[src/rtl/appr_pkg.sv]
`default_nettype none
// ============================================================================
// Module   : appr_pkg
// Brief    : Shared defaults and FSM state type for the approximate-multiplier
//            datapath and the product accumulator.
// Revision : 1.0 - initial release
// ============================================================================
package appr_pkg;

    localparam int INPUT_WIDTH = 16;
    localparam int SHIFT_WIDTH = 8;
    localparam int PROD_WIDTH  = 32;

    typedef enum logic [1:0] {
        ST_IDLE  = 2'd0,
        ST_ACCUM = 2'd1,
        ST_HOLD  = 2'd2
    } appr_state_e;

endpackage
`default_nettype wire

[src/rtl/appr_sat_add.sv]
`default_nettype none
// ============================================================================
// Module   : appr_sat_add
// Brief    : Combinational two's-complement adder. With APPR_ACCUM_SAT_EN the
//            result clamps to the signed range and ovf flags the clamp;
//            otherwise it wraps and ovf is tied low.
// Revision : 1.0 - initial release
// ============================================================================
module appr_sat_add #(
    parameter int WIDTH = 40
) (
    input  logic [WIDTH-1:0] a,
    input  logic [WIDTH-1:0] b,
    output logic [WIDTH-1:0] sum,
    output logic             ovf
);

`ifdef APPR_ACCUM_SAT_EN
    logic [WIDTH:0] w_full;

    assign w_full = {a[WIDTH-1], a} + {b[WIDTH-1], b};

    // The guard bit disagreeing with the sign bit means the true sum left the range
    always_comb begin
        sum = w_full[WIDTH-1:0];
        ovf = 1'b0;
        if (w_full[WIDTH] != w_full[WIDTH-1]) begin
            ovf = 1'b1;
            sum = w_full[WIDTH] ? {1'b1, {(WIDTH-1){1'b0}}} : {1'b0, {(WIDTH-1){1'b1}}};
        end
    end
`else
    assign sum = a + b;
    assign ovf = 1'b0;
`endif

endmodule
`default_nettype wire

[src/rtl/appr_prod_accum.sv]
`default_nettype none
// ============================================================================
// Module   : appr_prod_accum
// Brief    : Sums LEN rescaled signed products per frame and presents the sum
//            with a valid/ready handshake. Macro APPR_ACCUM_SAT_EN selects
//            saturating accumulation with a sticky overflow flag.
// Revision : 1.0 - initial release
// ============================================================================
module appr_prod_accum #(
    parameter int PROD_WIDTH  = appr_pkg::PROD_WIDTH,
    parameter int SHIFT_WIDTH = appr_pkg::SHIFT_WIDTH,
    parameter int ACC_WIDTH   = 40,
    parameter int LEN         = 16
) (
    input  logic                  clk,
    input  logic                  rst,
    input  logic                  in_valid,
    output logic                  in_ready,
    input  logic [PROD_WIDTH-1:0] in_prod,
    output logic                  out_valid,
    input  logic                  out_ready,
    output logic [ACC_WIDTH-1:0]  out_sum,
    output logic                  out_ovf
);
    import appr_pkg::*;

    localparam int c_CNT_W = $clog2(LEN + 1);

    appr_state_e          state_q, state_d;
    logic [ACC_WIDTH-1:0] acc_q, acc_d;
    logic [c_CNT_W-1:0]   count_q, count_d;
    logic                 ovf_q, ovf_d;

    logic [ACC_WIDTH-1:0] w_term;
    logic [ACC_WIDTH-1:0] w_sum;
    logic                 w_add_ovf;
    logic                 w_accept;
    logic                 w_unused_lsb;

    // Dropping the low bits of a signed value is an arithmetic shift with floor rounding
    assign w_term       = ACC_WIDTH'($signed(in_prod[PROD_WIDTH-1:SHIFT_WIDTH]));
    assign w_unused_lsb = ^in_prod[SHIFT_WIDTH-1:0];

    appr_sat_add #(
        .WIDTH (ACC_WIDTH)
    ) u_add (
        .a   (acc_q),
        .b   (w_term),
        .sum (w_sum),
        .ovf (w_add_ovf)
    );

    assign in_ready  = (state_q != ST_HOLD);
    assign out_valid = (state_q == ST_HOLD);
    assign out_sum   = acc_q;
    assign out_ovf   = ovf_q;
    assign w_accept  = in_valid && in_ready;

    always_ff @(posedge clk) begin
        if (rst) begin
            state_q <= ST_IDLE;
            acc_q   <= '0;
            count_q <= '0;
            ovf_q   <= 1'b0;
        end else begin
            state_q <= state_d;
            acc_q   <= acc_d;
            count_q <= count_d;
            ovf_q   <= ovf_d;
        end
    end

    always_comb begin
        state_d = state_q;
        acc_d   = acc_q;
        count_d = count_q;
        ovf_d   = ovf_q;
        case (state_q)
            ST_IDLE, ST_ACCUM: begin
                if (w_accept) begin
                    acc_d   = w_sum;
                    count_d = count_q + c_CNT_W'(1);
                    ovf_d   = ovf_q | w_add_ovf;
                    state_d = (count_q == c_CNT_W'(LEN - 1)) ? ST_HOLD : ST_ACCUM;
                end
            end
            ST_HOLD: begin
                if (out_ready) begin
                    acc_d   = '0;
                    count_d = '0;
                    ovf_d   = 1'b0;
                    state_d = ST_IDLE;
                end
            end
            default: begin
                state_d = ST_IDLE;
            end
        endcase
    end

endmodule
`default_nettype wire

[config.mk]
export PLATFORM = sky130hd
export DESIGN_NAME = appr_prod_accum
export DESIGN_NICKNAME = d
export VERILOG_FILES = /design/src/rtl/appr_pkg.sv /design/src/rtl/appr_sat_add.sv /design/src/rtl/appr_prod_accum.sv
export SDC_FILE = /design/constraint.sdc
export NUM_CORES = 1
export LEC_CHECK = 0
export ABC_AREA = 1
export BUFFER_PORTS_ARGS = -buffer_cell sky130_fd_sc_hd__buf_2
export CAP_MARGIN = 25
export CORE_ASPECT_RATIO = 1.1
export CORE_UTILIZATION = 30
export CTS_CLUSTER_SIZE = 14
export DETAILED_ROUTE_END_ITERATION = 16
export GPL_TIMING_DRIVEN = 0
export HOLD_SLACK_MARGIN = 0.08
export PLACE_DENSITY = 0.52
export SYNTH_ARGS = -nofsm -noshare
export SYNTH_HDL_FRONTEND = slang
export SYNTH_HIERARCHICAL = 1
export SYNTH_SLANG_ARGS = --single-unit
[constraint.sdc]
create_clock -name clk -period 3 [get_ports clk]
set_input_delay 0.9 -clock clk [delete_from_list [all_inputs] [get_ports clk]]
set_output_delay 0.9 -clock clk [all_outputs]
set_load 0.005 [all_outputs]
==> results of run 1 <==
-- layer usage --
metal	routed length, um	vias up	share of wire, %
met1	7110	2242	50
li1	-	2769	-
met2	6410	97	45
met3	590	11	4.1
met4	196	0	1.4
met5	0	-	0
-- power by group through the flow --
stage / logic (mW) / registers (mW) / clock network (mW)
floorplan: 0.837 / 0.788 / 0
global placement: 1.16 / 0.792 / 0
detailed placement: 1.16 / 0.792 / 0
CTS: 1.17 / 0.778 / 0.718
global route: 1.34 / 0.789 / 0.742
finish: 1.16 / 0.776 / 0.694
-- layout by cell type (no fill, tap or decap), types with 2 or more instances in the layout --
master     synthesis  routed
or2_2              2       2
clkbuf_16          0       5
clkbuf_1           5       5
nand2_2           12      12
xor2_1            16      16
o21ai_0           15      15
o21bai_1           3       3
xnor2_1            7       7
dfxtp_1           48      48
nand3_2            9       9
a31oi_1            4       4
ha_1              41      41
buf_2              4      73
nor2_2             4       4
nor2_4             4       4
buf_4              9       9
nor2_1            60      60
nand2_1          297     297
a21oi_1           79      79
nand4_1            2       2
inv_1            130     130
nand3_1           66      66
nor3_1             9       9
inv_2              5       5
-- registers in the layout (all words and copies together) (netlist names) --
signal	cells
out_ovf	1
state_q	2
count_q	5
out_sum	40
-- cell type report --
type | instances | area [um^2] | area share, %
multi-input cells | 637 | 3270 | 58.2
plain buffers | 18 | 106 | 1.89
flip-flops and latches | 48 | 961 | 17.1
repair buffers | 69 | 345 | 6.14
well taps | 200 | 250 | 4.45
clock inverters | 2 | 38.8 | 0.690
clock buffers | 6 | 139 | 2.47
inverters | 136 | 510 | 9.08
-- how the worst max path moves through the flow --
stage                     cells after the start   startpoint  slack (ns)     endpoint
after floorplan                              14   in_prod[8]        0.54  out_sum[38]
after global placement                       15   in_prod[8]        0.02  out_sum[38]
after detailed placement                     15   in_prod[8]        0.02  out_sum[38]
after CTS                                    15   in_prod[8]        0.34  out_sum[38]
after global routing                         16  in_prod[31]        0.13  out_sum[34]
final                                        15   in_prod[8]        0.32  out_sum[38]
-- cells by family (layout without fill, tap and decap cells) --
family | count (synthesis) | after routing
buf+inv | 154 | 231
flops | 48 | 48
other cells | 1 | 1
xor+xnor | 23 | 23
simple gates | 469 | 469
fa+ha+maj | 42 | 42
compound gates | 102 | 102
-- worst max-delay path: cells and delay by family --
kind            cells  cell delay [ns]
simple gates       11             1.13
fa+ha+maj           2             0.66
buf+inv             1             0.10
compound gates      1             0.05
==> flow_summary_export.csv, run 1 <==
group,metric,value,unit
clock_network,cts_buffers,5,
floorplan,num_rows,48,
synth,ys_seq_area_share,19.8,%
placed_design,dp_cells,1108,
floorplan,dieWidth,123,um
timing,drv_slew,0,
synth,synth_top_area_cell,"nand2_1",
worst_setup_path,arrival,2.85,ns
synth,async_flop_share,0,%
timing,finalHoldViolCount,0,
clock_network,clkLatencyLatePin,0.31,ns
worst_setup_path,reg2reg_slack,0.67,ns
worst_hold_path,hold_depth,2,
power_and_ir_drop,seq_power_share,29.5,%
worst_setup_path,worstSetupPathType,"in -> reg",
worst_setup_path,worst_ep_required_time,3.17,ns
power_and_ir_drop,cellLeakagePower,3.14,nW
timing,worst_slack,0.321,ns
power_and_ir_drop,pwr-share-clk,26.4,%
clock_network,clockBufferDepth,2,
floorplan,io_pins,79,
grt,grt.overflow.total,0,
floorplan,fp.dieH,135,um
power_and_ir_drop,power.internal,1.56,mW
placed_design,pre_cts_slack,0.0207,ns
cells_and_area,area_growth_syn_to_layout,15.9,%
placed_design,portBuffers,69,
clock_network,cts.clk_slew.worst_paths,0.07,ns
floorplan,initial_core_util,30.8,%
clock_network,clockRootBuffer,"clkbuf_16",
worst_setup_path,crit_top_cell,"nand2_1",
placed_design,place_congestion,0.930,
grt,grt_pass1_wl,23600,um
cells_and_area,nets,993,
timing,period_share,89.3,%
worst_setup_path,path_max_fanout,5,
timing,worstMarginPinSlew,0.634,ns
synth,syn-cell-area,0.00485,mm^2
synth,synth-xor-area-share,4.15,%
grt,grt_pass1_vias,4846,
synth,avgSynthCellArea,5.78,um^2
worst_setup_path,crit_chain,"buf_2 -> ha_1 -> fa_1 -> nand3_1 -> nand3_2 -> nand2_1 -> nand2_1 -> nand2_1 -> nand3_2 -> nand2_1 -> nand2_1 -> nand2_1 -> nand2_1 -> nand2_1 -> a21oi_1",
grt,grtUsageTotal,18.1,%
power_and_ir_drop,sw_frac_of_total,40.6,%
detailed_routing,drcViolationCount,0,
grt,antenna_found_initial,0,
worst_setup_path,cp_slowest_cell,"fa_1",
cells_and_area,design_area,0.00562,mm^2
grt,use_met1,24.5,%
clock_network,htreeDepth,2,
synth,synth-edff-count,0,
worst_hold_path,hold-path-endpoint,"out_ovf",
timing,skew,0.00830,ns
detailed_routing,num_vias,5119,
grt,busiest_layer,"met2",
clock_network,post_cts_buffers,0,
cells_and_area,stdcell_count,1116,
timing,max_slew_margin,57.7,%
placed_design,place_area,0.00544,mm^2
clock_network,ctsHoldBuffers,0,
worst_setup_path,cp-start-kind,"input pin",
worst_hold_path,hold_start,"out_ovf",
floorplan,coreArea,0.0157,mm^2
worst_setup_path,regToRegStartpoint,"out_sum[0]",
detailed_routing,viasPerCell,4.59,
synth,synth_top_family_by_area,"simple AND/OR/NAND/NOR gates",
power_and_ir_drop,switching_power,1.07,mW
grt,grt_max_degree,18,
clock_network,cts_tree,"yes",
synth,synth.distinct_cells,31,
detailed_routing,drt-wirelength-per-cell,12.8,um
grt,gr-usage-met3,2.82,%
synth,synthSimpleGateAreaFrac,41.4,%
timing,whs,0.484,ns
clock_network,ctsResizeCount,0,
cells_and_area,postLayoutCoreUtil,35.7,%
run,maxCapViolCount,0,
power_and_ir_drop,vdd_ir_drop_max,0.197,mV
detailed_routing,postRouteAntennaNets,0,
power_and_ir_drop,p_comb_share,44.2,%
synth,synth_mux_area_share,0,%
timing,rsz0062_at_grt,"false",
synth,yosys.cell_count.top_type,"nand2_1",
worst_setup_path,r2r-end,"out_sum[38]",
synth,synth-seq-cells,48,
synth,synth_top_area_share,23.0,%
floorplan,die_area,0.0167,mm^2
worst_setup_path,critPathMaxStageDelay,0.45,ns
detailed_routing,firstDrtPassIters,7,
cells_and_area,drive_gt1_share,13.9,%
worst_hold_path,min_path_type,"reg -> reg",
synth,yosysWarnings,6,
detailed_routing,first_iter_violations,282,
synth,synth_cells,839,
synth,synth_top_cells_by_count,"nand2_1 (297), inv_1 (130), a21oi_1 (79)",
synth,synth.area.top_cells,"nand2_1 (23%), dfxtp_1 (20%), ha_1 (11%), inv_1 (10%), a21oi_1 (8.2%)",
cells_and_area,n_antenna_cell,0,
synth,syn_nets,917,
timing,fmax,0.373,GHz
grt,use_met2,29.8,%
timing,period_needed,2.68,ns
synth,synthAdderAreaFrac,11.0,%
clock_network,cts_sinks,48,
synth,synthFlopType,"dfxtp_1",
timing,setup_viol,0,
synth,synth_compound_area_share,10.8,%
timing,tns,0,ns
run_status,status,"completed",
worst_setup_path,reg2reg_depth,14,
worst_setup_path,end_kind,"register",
placed_design,hpwl,11900,um
cells_and_area,fillerInstances,1827,
detailed_routing,wirelength,14300,um
power_and_ir_drop,power_density,469,mW/mm^2
power_and_ir_drop,p_total,2.63,mW
Power figures use the tool's default switching activity.
==> inputs of run 2 (changes only) <==
SYNTH_HIERARCHICAL = default   (was 1)
==> flow_summary_export.csv, run 2 <==
group,metric,value,unit
power_and_ir_drop,p_total,2.33,mW
synth,avgSynthCellArea,5.72,um^2
worst_setup_path,worstSetupPathType,"in -> reg",
timing,worst_slack,0.281,ns
worst_hold_path,min_path_type,"reg -> reg",
cells_and_area,area_growth_syn_to_layout,15.7,%
clock_network,clockBufferDepth,2,
synth,syn-cell-area,0.00468,mm^2
synth,yosysWarnings,0,
clock_network,ctsHoldBuffers,0,
run_status,status,"completed",
detailed_routing,drt-wirelength-per-cell,13.3,um
synth,synth.area.top_cells,"nand2_1 (22%), dfxtp_1 (20%), ha_1 (11%), a21oi_1 (9.7%), inv_1 (9.7%)",
placed_design,portBuffers,68,
synth,synth_top_area_share,22.4,%
floorplan,coreArea,0.0152,mm^2
clock_network,clockRootBuffer,"clkbuf_16",
worst_setup_path,arrival,2.89,ns
floorplan,fp.dieH,133,um
clock_network,htreeDepth,2,
timing,max_slew_margin,59.7,%
floorplan,num_rows,47,
detailed_routing,wirelength,14500,um
detailed_routing,first_iter_violations,181,
timing,fmax,0.368,GHz
worst_setup_path,path_max_fanout,5,
power_and_ir_drop,vdd_ir_drop_max,0.224,mV
clock_network,cts_tree,"yes",
synth,ys_seq_area_share,20.1,%
floorplan,die_area,0.0161,mm^2
timing,skew,0.0113,ns
synth,synthFlopType,"dfxtp_1",
synth,syn_nets,896,
worst_setup_path,end_kind,"register",
clock_network,post_cts_buffers,0,
clock_network,ctsResizeCount,0,
synth,synth_top_cells_by_count,"nand2_1 (279), inv_1 (121), a21oi_1 (91)",
timing,setup_viol,0,
synth,yosys.cell_count.top_type,"nand2_1",
grt,use_met2,33.5,%
clock_network,cts_buffers,5,
worst_setup_path,cp_slowest_cell,"fa_1",
timing,drv_slew,0,
floorplan,dieWidth,121,um
floorplan,initial_core_util,30.8,%
timing,period_needed,2.72,ns
timing,tns,0,ns
cells_and_area,drive_gt1_share,14.4,%
timing,worstMarginPinSlew,0.605,ns
cells_and_area,design_area,0.00541,mm^2
cells_and_area,n_antenna_cell,0,
grt,use_met1,23.6,%
cells_and_area,fillerInstances,1774,
detailed_routing,postRouteAntennaNets,0,
cells_and_area,final_cell_mix,"nand2_1 (279), inv_1 (121), a21oi_1 (91)",
timing,finalHoldViolCount,0,
grt,grt_max_degree,18,
placed_design,place_congestion,0.894,
clock_network,cts_sinks,47,
power_and_ir_drop,power_density,431,mW/mm^2
cells_and_area,postLayoutCoreUtil,35.7,%
synth,synth-seq-cells,47,
worst_setup_path,cp-start-kind,"input pin",
placed_design,place_area,0.00526,mm^2
cells_and_area,largest_reg_flops,40,
clock_network,cts.clk_slew.worst_paths,0.07,ns
grt,busiest_layer,"met2",
power_and_ir_drop,cellLeakagePower,2.96,nW
cells_and_area,layout_commonest_cell,"nand2_1",
synth,synth_cells,818,
timing,period_share,90.6,%
grt,grtUsageTotal,19.0,%
grt,antenna_found_initial,0,
clock_network,clkLatencyLatePin,0.31,ns
cells_and_area,stdcell_count,1090,
grt,gr-usage-met3,2.67,%
synth,synth_top_area_cell,"nand2_1",
grt,grt.overflow.total,0,
synth,async_flop_share,0,%
detailed_routing,num_vias,5048,
grt,grt_pass1_wl,24100,um
worst_setup_path,worst_ep_required_time,3.17,ns
detailed_routing,firstDrtPassIters,4,
worst_setup_path,critPathMaxStageDelay,0.48,ns
worst_setup_path,crit_chain,"buf_2 -> ha_1 -> fa_1 -> nand3_1 -> nand3_1 -> nand2_1 -> nand2_1 -> nand2_1 -> nand3_2 -> nand2_1 -> nand3_1 -> nand3_1 -> a21oi_1",
synth,synth-edff-count,0,
grt,grt_pass1_vias,4925,
floorplan,io_pins,79,
detailed_routing,drcViolationCount,0,
synth,synth.distinct_cells,34,
run,maxCapViolCount,0,
placed_design,dp_cells,1082,
timing,whs,0.483,ns
detailed_routing,viasPerCell,4.63,
placed_design,pre_cts_slack,-0.0287,ns
placed_design,hpwl,12000,um
timing,rsz0062_at_grt,"false",
cells_and_area,nets,971,
## run 2: cell count changes in the layout (fill, tap and decap cells not counted), moves of 9 or more
cell / delta
o21ai_0: +19
nor2_1: +17
nand3_1: -25
inv_1: -9
nand2_1: -18
a21oi_1: +12
xor2_1: -15
## run 2: kinds of logic (layout without fill, tap and decap cells)
group / after synthesis / after routing / share of synthesized area (%)
compound gates: 133 / 133 / 14.7
flops: 47 / 47 / 20.1
simple gates: 457 / 457 / 42.1
xor+xnor: 1 / 1 / 0.187
buf+inv: 137 / 213 / 11.4
other cells: 1 / 1 / 0.0802
fa+ha+maj: 42 / 42 / 11.4
## run 2: power by group
part | internal [mW] | switching, mW | leakage [nW]
Clock | 0.313 | 0.292 | 0.0664
Sequential | 0.689 | 0.0503 | 0.387
Combinational | 0.353 | 0.634 | 2.50
Total | 1.36 | 0.976 | 2.96
## run 2: final cells by class
cell class,instances,area [um^2],area share [%]
Buffer,14,73.8,1.36
Clock buffer,5,125,2.31
Clock inverter,3,23.8,0.439
Inverter,123,462,8.53
Multi-Input combinational cell,634,3200,59.2
Sequential cell,47,941,17.4
Tap cell,196,245,4.53
Timing Repair Buffer,68,340,6.29
## run 2: worst paths after layout
kind / start / endpoint / slack, ns / cells after the start
setup / recovery: in_prod[8] / out_sum[38] / 0.28 / 13
hold / removal: out_sum[10] / out_sum[10] / 0.48 / 2
setup reg to reg: out_sum[0] / out_sum[38] / 0.66 / 12
hold reg to reg: out_sum[10] / out_sum[10] / 0.48 / 2
## run 2: routing by layer
layer	up-vias	part of all wire, %
li1	2731	-
met1	2227	47
met2	75	48
met3	15	3.3
met4	0	2.3
met5	-	0
## run 2: worst max-delay path: cells and delay by family
| kind | cells | cell delay, ns |
|---|---|---|
| AND/OR/NAND/NOR | 9 | 1.10 |
| AO/OA/AOI/OAI | 1 | 0.06 |
| buffers and inverters | 1 | 0.10 |
| adder cells (fa/ha/maj) | 2 | 0.72 |
==> inputs of run 3 (changes only) <==
CORE_UTILIZATION = 58   (was 30)
CTS_CLUSTER_DIAMETER = 100   (was default)
PLACE_DENSITY = 0.86   (was 0.52)
SKIP_CTS_REPAIR_TIMING = 1   (was default)
==> flow_summary_export.csv, run 3 (synthesized netlist as in run 2, its figures left out) <==
group,metric,value,unit
power_and_ir_drop,power_density,412,mW/mm^2
timing,period_needed,2.60,ns
power_and_ir_drop,pwr-share-clk,20.3,%
clock_network,clockRootBuffer,"clkbuf_8",
timing,max_slew_margin,62.5,%
cells_and_area,stdcell_count,999,
detailed_routing,firstDrtPassIters,5,
detailed_routing,postRouteAntennaNets,0,
cells_and_area,n_antenna_cell,0,
grt,antenna_found_initial,0,
timing,fmax,0.384,GHz
clock_network,clkLatencyLatePin,0.31,ns
clock_network,clockBufferDepth,2,
worst_setup_path,worst_ep_required_time,3.25,ns
power_and_ir_drop,seq_power_share,34.2,%
clock_network,cts_buffers,5,
run_status,status,"completed",
timing,worstMarginPinSlew,0.562,ns
floorplan,io_pins,79,
floorplan,die_area,0.00843,mm^2
detailed_routing,drcViolationCount,0,
worst_setup_path,end_kind,"register",
worst_setup_path,cp_slowest_cell,"fa_1",
cells_and_area,seqCellArea,941,um^2
clock_network,htreeDepth,2,
timing,rsz0062_at_grt,"false",
cells_and_area,area_growth_syn_to_layout,12.1,%
grt,grtUsageTotal,32.6,%
timing,tns,0,ns
power_and_ir_drop,sw_frac_of_total,43.8,%
floorplan,fp.dieH,96.2,um
timing,worst_slack,0.395,ns
cells_and_area,final_cell_mix,"nand2_1 (279), inv_1 (121), a21oi_1 (91)",
detailed_routing,drt-wirelength-per-cell,13.3,um
clock_network,cts_sinks,47,
worst_setup_path,critPathBufInv,1,
grt,grt_pass1_vias,4750,
placed_design,place_congestion,0.952,
worst_setup_path,worstSetupPathType,"in -> reg",
timing,finalHoldViolCount,0,
timing,skew,0.00762,ns
clock_network,cts_tree,"yes",
detailed_routing,wirelength,13300,um
floorplan,coreArea,0.00764,mm^2
run,maxCapViolCount,0,
placed_design,pre_cts_slack,0.113,ns
timing,period_share,86.8,%
worst_setup_path,crit_top_cell,"nand2_1",
worst_setup_path,cp-start-kind,"input pin",
clock_network,cts.clk_slew.worst_paths,0.11,ns
cells_and_area,layout_commonest_cell,"nand2_1",
placed_design,dp_cells,991,
power_and_ir_drop,p_comb_share,45.5,%
grt,grt.overflow.total,0,
detailed_routing,viasPerCell,5.25,
placed_design,hpwl,11000,um
placed_design,portBuffers,68,
worst_hold_path,min_path_type,"reg -> reg",
worst_setup_path,arrival,2.85,ns
floorplan,num_rows,33,
power_and_ir_drop,vdd_ir_drop_max,0.256,mV
cells_and_area,fillerInstances,743,
power_and_ir_drop,power.internal,1.21,mW
worst_setup_path,crit_chain,"buf_2 -> ha_1 -> fa_1 -> nand3_1 -> nand3_1 -> nand2_1 -> nand3_2 -> nand2_1 -> nand2_2 -> nand2_1 -> nand2_1 -> nand2_1 -> nand3_1 -> a21oi_1",
worst_setup_path,path_max_fanout,5,
worst_setup_path,crit_family,"simple AND/OR/NAND/NOR gates",
cells_and_area,nets,971,
floorplan,dieWidth,87.6,um
worst_setup_path,critPathMaxStageDelay,0.45,ns
cells_and_area,largest_reg_flops,40,
detailed_routing,num_vias,5247,
timing,drv_slew,0,
floorplan,initial_core_util,61.2,%
power_and_ir_drop,cellLeakagePower,2.94,nW
grt,grt_pass1_wl,21500,um
power_and_ir_drop,switching_power,945,uW
detailed_routing,first_iter_violations,291,
cells_and_area,drive_gt1_share,14.4,%
timing,setup_viol,0,
grt,grt_max_degree,18,
timing,whs,0.490,ns
cells_and_area,multiInputGateArea,0.00320,mm^2
worst_setup_path,reg2reg_slack,0.74,ns
run 3: area by class of cell:
cell class | instances | share of cell area (%)
buffer | 14 | 1.41
clock buffer | 5 | 1.31
clock inverter | 3 | 0.501
inverter | 123 | 8.80
multi-input combinational | 634 | 61.0
sequential | 47 | 17.9
tap | 105 | 2.50
timing repair buffer | 68 | 6.49
run 3: power groups by stage:
| stage | logic (mW) | clock network, mW | registers [mW] |
|---|---|---|---|
| global placement | 0.947 | 0 | 0.748 |
| detailed placement | 0.961 | 0 | 0.754 |
| finish | 0.982 | 0.438 | 0.739 |
| CTS | 0.967 | 0.449 | 0.740 |
| global route | 1.11 | 0.462 | 0.748 |
| floorplan | 0.693 | 0 | 0.753 |
run 3: layer usage:
metal,vias to the layer above,part of all wire [%],global-route usage [%]
li1,2745,-,-
met1,2335,45,40.7
met2,148,49,60.7
met3,19,5.0,2.83
met4,0,1.6,6.83
met5,-,0,0
run 3: worst register-to-register path, delay by kind of cell (launching register included):
kind | cells | cell delay (ns)
flops | 1 | 0.34
fa+ha+maj | 2 | 0.68
compound gates | 1 | 0.16
simple gates | 10 | 1.01
run 3: through the flow:
| stage | util [%] | total power [mW] | instance area [um^2] |
|---|---|---|---|
| 2_1_floorplan | - | 1.45 | 4680 |
| 3_3_place_gp | 67.4 | 1.70 | 5150 |
| 3_5_place_dp | 67.4 | 1.72 | 5150 |
| 4_1_cts | 68.7 | 2.16 | 5250 |
| 5_1_grt | 68.7 | 2.32 | 5250 |
| 6_report | 68.7 | 2.16 | 5250 |
run 3: worst paths after layout:
kind,from,cells past startpoint,endpoint
hold / removal,out_sum[27],2,out_sum[27]
hold reg to reg,out_sum[27],2,out_sum[27]
setup reg to reg,out_sum[0],13,out_sum[24]
setup / recovery,in_prod[8],14,out_sum[24]
